==> config.mk <==
export PLATFORM = sky130hd
export DESIGN_NAME = ccd_capture
export DESIGN_NICKNAME = d
export VERILOG_FILES = /design/src/rtl/ccd_pkg.sv /design/src/rtl/ccd_capture_pix_packer.sv /design/src/rtl/ccd_capture.sv
export SDC_FILE = /design/constraint.sdc
export NUM_CORES = 1
export LEC_CHECK = 0
export BUFFER_PORTS_ARGS = -buffer_cell sky130_fd_sc_hd__buf_2
export CAP_MARGIN = 15
export CORE_MARGIN = 1.5
export CORE_UTILIZATION = 30
export DETAILED_ROUTE_END_ITERATION = 8
export GPL_ROUTABILITY_DRIVEN = 0
export PLACE_DENSITY = 0.53
export SLEW_MARGIN = 20
export SYNTH_ARGS = -nofsm -noshare
export SYNTH_HDL_FRONTEND = slang
export SYNTH_SLANG_ARGS = --single-unit
==> constraint.sdc <==
create_clock -name clk -period 4.75 [get_ports clk]
set_input_delay 0.475 -clock clk [delete_from_list [all_inputs] [get_ports clk]]
set_output_delay 0.475 -clock clk [all_outputs]
set_load 0.02 [all_outputs]
==> src/rtl/ccd_pkg.sv <==
// Shared definitions for the CCD frame-capture block.
// Holds the FSM state codes, the default image geometry and the derived
// word count for one packed frame (two 8-bit pixels per 16-bit word).
package ccd_pkg;

    localparam int unsigned CCD_IMG_W = 28;
    localparam int unsigned CCD_IMG_H = 28;
    localparam int unsigned CCD_WORDS = CCD_IMG_W * CCD_IMG_H / 2;

    // FSM state codes
    localparam logic [2:0] ST_IDLE     = 3'd0;
    localparam logic [2:0] ST_ARM      = 3'd1;
    localparam logic [2:0] ST_WAIT_SOF = 3'd2;
    localparam logic [2:0] ST_CAPTURE  = 3'd3;
    localparam logic [2:0] ST_DONE     = 3'd4;

endpackage

==> src/rtl/ccd_capture_pix_packer.sv <==
// Packs two consecutive 8-bit pixels into one 16-bit DMEM word.
// Ports:
//   clk, rst_n   clock and asynchronous active-low reset
//   pix_store    pixel accepted and inside the active line width
//   lane_hi      1 = odd column (upper byte), 0 = even column (lower byte)
//   pix          pixel value
//   data         16-bit holding register, drives DMEM write data
//   word_rdy     one-cycle pulse the cycle after an odd pixel completes a word
module ccd_capture_pix_packer (
    input  logic        clk,
    input  logic        rst_n,
    input  logic        pix_store,
    input  logic        lane_hi,
    input  logic [7:0]  pix,
    output logic [15:0] data,
    output logic        word_rdy
);

    // Byte lane select into the holding register plus the word-ready pulse
    always_ff @(posedge clk or negedge rst_n) begin
        if (!rst_n) begin
            data     <= '0;
            word_rdy <= 1'b0;
        end else begin
            word_rdy <= pix_store & lane_hi;
            if (pix_store) begin
                if (lane_hi) data[15:8] <= pix;
                else         data[7:0]  <= pix;
            end
        end
    end

endmodule

==> src/rtl/ccd_capture.sv <==
// Camera front-end: captures one IMG_W x IMG_H 8-bit grayscale frame and
// writes it, two pixels per word, to DMEM port B starting at BASE_ADDR.
// Ports:
//   clk, rst_n          clock and asynchronous active-low reset
//   ccd_en              CPU capture request (level)
//   ccd_done            capture finished, held until ccd_en drops
//   ccd_err             frame malformed, valid while ccd_done=1
//   cam_fval/cam_lval   frame / line valid from the sensor
//   cam_pix_valid       pixel strobe
//   cam_pix             pixel value
//   ccd_dmem_addr/data/wren  DMEM port B write interface
module ccd_capture
    import ccd_pkg::*;
#(
    parameter int unsigned IMG_W     = CCD_IMG_W,
    parameter int unsigned IMG_H     = CCD_IMG_H,
    parameter int unsigned BASE_ADDR = 32'h400,
    parameter int unsigned ADDR_W    = 11
) (
    input  logic              clk,
    input  logic              rst_n,
    input  logic              ccd_en,
    output logic              ccd_done,
    output logic              ccd_err,
    input  logic              cam_fval,
    input  logic              cam_lval,
    input  logic              cam_pix_valid,
    input  logic [7:0]        cam_pix,
    output logic [ADDR_W-1:0] ccd_dmem_addr,
    output logic [15:0]       ccd_dmem_data,
    output logic              ccd_dmem_wren
);

    localparam int unsigned WORDS = IMG_W * IMG_H / 2;
    // col saturates at IMG_W+1 so overlong lines are still detectable
    localparam int unsigned COL_W = $clog2(IMG_W + 2);
    localparam int unsigned ROW_W = $clog2(IMG_H + 1);
    localparam int unsigned IDX_W = $clog2(WORDS + 1);
    localparam logic [ADDR_W-1:0] BASE = ADDR_W'(BASE_ADDR);

    // Frame must fit in the DMEM address space without wrapping
    if (BASE_ADDR + WORDS > (1 << ADDR_W)) begin : g_addr_chk
        $error("ccd_capture: frame does not fit in DMEM address space");
    end

    logic [2:0]       state, state_nxt;
    logic [COL_W-1:0] col, col_cnt;
    logic [ROW_W-1:0] row, row_cnt;
    logic [IDX_W-1:0] word_idx;
    logic             fval_q, lval_q;
    logic             lval_fall, fval_fall, fval_rise;
    logic             acc_c, store_c;
    logic             clr_c, err_set_c, line_end_c;

    assign lval_fall = lval_q & ~cam_lval;
    assign fval_fall = fval_q & ~cam_fval;
    assign fval_rise = ~fval_q & cam_fval;

    assign acc_c   = (state == ST_CAPTURE) & cam_fval & cam_lval & cam_pix_valid;
    assign store_c = acc_c & (col < COL_W'(IMG_W));
    // Current pixel is counted before any same-cycle line-length check
    assign col_cnt = col + COL_W'(acc_c & (col <= COL_W'(IMG_W)));
    assign row_cnt = row + ROW_W'(1);

    // State register
    always_ff @(posedge clk or negedge rst_n) begin
        if (!rst_n) state <= ST_IDLE;
        else        state <= state_nxt;
    end

    // Next-state and control decode
    always_comb begin
        state_nxt  = state;
        clr_c      = 1'b0;
        err_set_c  = 1'b0;
        line_end_c = 1'b0;
        case (state)
            ST_IDLE: begin
                if (ccd_en) begin
                    state_nxt = ST_ARM;
                    clr_c     = 1'b1;
                end
            end
            ST_ARM: begin
                if (!ccd_en)        state_nxt = ST_IDLE;
                else if (!cam_fval) state_nxt = ST_WAIT_SOF;
            end
            ST_WAIT_SOF: begin
                if (!ccd_en)        state_nxt = ST_IDLE;
                else if (fval_rise) state_nxt = ST_CAPTURE;
            end
            ST_CAPTURE: begin
                if (!ccd_en) begin
                    state_nxt = ST_IDLE;
                end else begin
                    if (lval_fall) begin
                        line_end_c = 1'b1;
                        if (col_cnt != COL_W'(IMG_W)) err_set_c = 1'b1;
                    end
                    // Final line end wins over a same-cycle frame end
                    if (lval_fall && (row_cnt == ROW_W'(IMG_H))) begin
                        state_nxt = ST_DONE;
                    end else if (fval_fall) begin
                        err_set_c = 1'b1;
                        state_nxt = ST_DONE;
                    end
                end
            end
            ST_DONE: begin
                if (!ccd_en) state_nxt = ST_IDLE;
            end
            default: state_nxt = ST_IDLE;
        endcase
    end

    // Counters, edge history, address generation and status flags
    always_ff @(posedge clk or negedge rst_n) begin
        if (!rst_n) begin
            fval_q        <= 1'b0;
            lval_q        <= 1'b0;
            col           <= '0;
            row           <= '0;
            word_idx      <= '0;
            ccd_dmem_addr <= BASE;
            ccd_err       <= 1'b0;
            ccd_done      <= 1'b0;
        end else begin
            fval_q   <= cam_fval;
            lval_q   <= cam_lval;
            ccd_done <= (state_nxt == ST_DONE);
            if (clr_c) begin
                col      <= '0;
                row      <= '0;
                word_idx <= '0;
                ccd_err  <= 1'b0;
            end else begin
                if (line_end_c) begin
                    col <= '0;
                    row <= row_cnt;
                end else begin
                    col <= col_cnt;
                end
                // Address is presented together with the packer's write pulse
                if (store_c && col[0]) begin
                    ccd_dmem_addr <= BASE + ADDR_W'(word_idx);
                    word_idx      <= word_idx + IDX_W'(1);
                end
                if (err_set_c) ccd_err <= 1'b1;
            end
        end
    end

    ccd_capture_pix_packer u_pix_packer (
        .clk       (clk),
        .rst_n     (rst_n),
        .pix_store (store_c),
        .lane_hi   (col[0]),
        .pix       (cam_pix),
        .data      (ccd_dmem_data),
        .word_rdy  (ccd_dmem_wren)
    );

endmodule

==> results.md <==
* Status: finished, final reports clean
* Tightest Hold Check Type: in2async
* Setup WS post-layout at 2.18 ns
* Hold Fails Final Rpt at 0
* Largest family of logic cells by synthesized area: simple AND/OR/NAND/NOR gates
* Area of the multi-input gates at 1020 sq um
* Rows at 32
* Core Footprint at 7690 sq um
* Vias in the first global route at 1,756
* CTS buffer count at 5
* Worst-Margin Slew at 0.649 ns
* H-tree levels at 2
* Avg Cell Area, Syn at 10.0 sq um
* Number of I/O port buffers at 41
* WL per Instance at 12.3 um
* Hold Buf Count CTS at 0
* Yosys reg bits at 52
* Met1 usage at 15.6%
* CP Max Fanout at 7
* Synth warn at 0
* Die width at 91.9 um
* DR DRC count at 0
* Setup Buffers After CTS at 0
* Maximum number of pins on one net before global-route repair at 53
* Post-Synthesis Cells at 236
* CP Data Required Time at 4.93 ns
* Synthesized net count at 255
* Via density at 4.75
* Post-DP HPWL at 3.22 mm
* Number of DRC markers in iteration 0 at 78
* Cells after DPL at 374
* Synth Area in Compound Gates at 8.55%
* CP Capture Type: flop
* Max cap viols at 0
* Clock Pin Slew Worst Setup and Hold Paths at 0.10 ns
* Longest Clk Path Bufs at 2
* Final max-slew violation count at 0
* Vias at 1,815
* Synthesized area at 2370 sq um
* Clk root buf: clkbuf_8
* CP Class: reg2reg
* Most used routing layer: met2
* Hold WS at 0.270 ns
* Simple-gate share of the synthesized area at 24.8%
* Period utilisation layout at 54.1%
* Critical Path Source Type: flop
* Setup_tns at 0 ns
* Routed Antenna Nets at 0
* Pwr Total at 0.000803 W
* Mux contribution to synthesized area at 3.80%
* Crit path time final at 2.57 ns
* Count of final setup violators at 0
* Pwr/cell area at 290 nW/um^2
* First-pass GRT wire length at 8.14 mm
* Seq. cell area at 1300 sq um
* Post-synthesis cell type count at 40
* P&R area growth vs syn at 16.9%
* Worst-Skew Late Latency at 0.30 ns
* GRT Residual Overflow at 0
* Pre-antenna DRT Iters at 4
* Die ar. at 8440 sq um
* Share of cells above drive strength 1 at 23.2%
* Final wirelength at 4.68 mm
* Static leakage at 1.41 nW
* Skew final at 0.0128 ns
* VDD IR max at 0.117 mV
* Fillers at 795
* Register area share after synthesis at 54.9%
* Die Y at 91.9 um
* Max Fclk at 389 MHz
* RSZ-0062 raised after global routing: false
* Fin cells at 382
* Post-Synth Adder-Cell Area at 2.64%
* Initial core utilization at 30.8%
* # nets final at 298
* Tot GR Track Use at 11.9%
* CTS Sinks at 52
* Met3 Use GR at 2.74%
* I/O pin cnt at 44
* TritonCTS clock tree: done
* Initial antenna violation count at 0
* Critical Path AT at 2.76 ns
* Xor/xnor share of the synthesized area at 2.96%
* Antenna cells at 0
* Post-cts gate resize count at 0
* Met2 Usage GRT at 19.1%
* Slew HR at 56.7%
* DP Worst Slack at 2.07 ns
area by class of cell:
cell class / count / share of cell area, %
multi-input combinational: 174 / 36.8
inverter: 3 / 0.407
timing repair buffer: 43 / 7.95
clock inverter: 3 / 0.768
sequential: 52 / 47.0
tap: 102 / 4.61
clock buffer: 5 / 2.48
final timing paths:
kind	depth (start not counted)	endpoint	startpoint	slack, ns
worst max-delay path	9	ccd_err	state[2]	2.18
worst min-delay path	2	ccd_dmem_addr[5]	rst_n	0.27
worst max register to register	9	ccd_err	state[2]	2.18
worst min register to register	2	u_pix_packer.data[13]	u_pix_packer.data[13]	0.47
max in group asynchronous	2	col[2]	rst_n	4.03
min in group clk	1	lval_q	cam_lval	0.32
report_power, final:
group	internal, W	switching, W	total (W)
registers	0.000458	0.0000103	0.000468
clock network	0.000105	0.000148	0.000253
logic	0.0000295	0.0000515	0.0000809
synth_stat cells:
cell | n | area [sq um]
buf_4 | 2 | 15.0
nand2_1 | 62 | 233
or4_1 | 3 | 22.5
xnor2_1 | 4 | 35.0
nand4_4 | 1 | 21.3
buf_1 | 1 | 3.75
and4_4 | 1 | 11.3
dfrtp_1 | 52 | 1300
buf_2 | 3 | 15.0
inv_1 | 2 | 7.51
o21ai_0 | 14 | 70.1
o31ai_1 | 2 | 15.0
mux2_2 | 8 | 90.1
nor4b_1 | 1 | 8.76
clkinv_1 | 1 | 3.75
a221o_1 | 1 | 10.0
clkbuf_1 | 1 | 3.75
o21a_1 | 1 | 7.51
or3_1 | 5 | 31.3
and4b_1 | 2 | 20.0
nor3b_1 | 1 | 7.51
a32o_1 | 2 | 20.0
a21oi_1 | 11 | 55.1
nand3b_1 | 1 | 7.51
nand2b_1 | 2 | 12.5
and2b_1 | 1 | 7.51
and2_1 | 3 | 18.8
o211ai_1 | 1 | 7.51
nor2_1 | 12 | 45.0
nor3b_4 | 1 | 18.8
nand4b_1 | 1 | 8.76
a31o_2 | 2 | 17.5
nor2b_1 | 3 | 18.8
nand3_1 | 9 | 45.0
or3b_2 | 1 | 8.76
xor2_1 | 4 | 35.0
conb_1 | 2 | 7.51
ha_1 | 5 | 62.6
nand4_1 | 4 | 25.0
nor3_1 | 3 | 15.0
critical path, stage by stage, from the launching register on:
cell and delay, ns:
dfrtp_1 0.44, and2b_1 0.29, nand2_1 0.12, nor2_1 0.12, ha_1 0.20, ha_1 0.25, or3b_2 0.48, nor3b_1 0.21
a21oi_1 0.09, a221o_1 0.25
layer usage:
layer | up-vias | wire [um]
met5 | - | 0
met4 | 0 | 81
met3 | 11 | 218
met2 | 49 | 2090
met1 | 860 | 2300
li1 | 895 | -
flip-flops by register name (all words and copies together), names as in the netlist:
| name | cells |
|---|---|
| state | 3 |
| ccd_done | 1 |
| fval_q | 1 |
| u_pix_packer.word_rdy | 1 |
| ccd_err | 1 |
| row | 5 |
| ccd_dmem_addr | 9 |
| u_pix_packer.data | 16 |
| col | 5 |
| lval_q | 1 |
| word_idx | 9 |
logic make-up (layout without fill, tap and decap cells):
kind of cell,after synthesis,after routing
compound gates,34,34
xor+xnor,8,8
fa+ha+maj,5,5
buf+inv,10,54
flops,52,52
mux,8,8
other cells,2,2
simple gates,117,117
stage by stage:
step	instance area [sq um]	util [%]
3_5_place_dp	2680	34.9
3_3_place_gp	2680	34.9
5_1_grt	2770	36.0
2_1_floorplan	2370	-
4_1_cts	2770	36.0
6_report	2770	36.0
cell usage in the layout (no fill, tap or decap), types with 3 or more instances in the layout:
cell type	count
nand2_1	62
dfrtp_1	52
buf_2	41
o21ai_0	14
nor2_1	12
a21oi_1	11
nand3_1	9
mux2_2	8
or3_1	5
ha_1	5
clkbuf_8	5
xor2_1	4
nand4_1	4
xnor2_1	4
nor2b_1	3
and2_1	3
or4_1	3
nor3_1	3
Power figures use the tool's default switching activity.
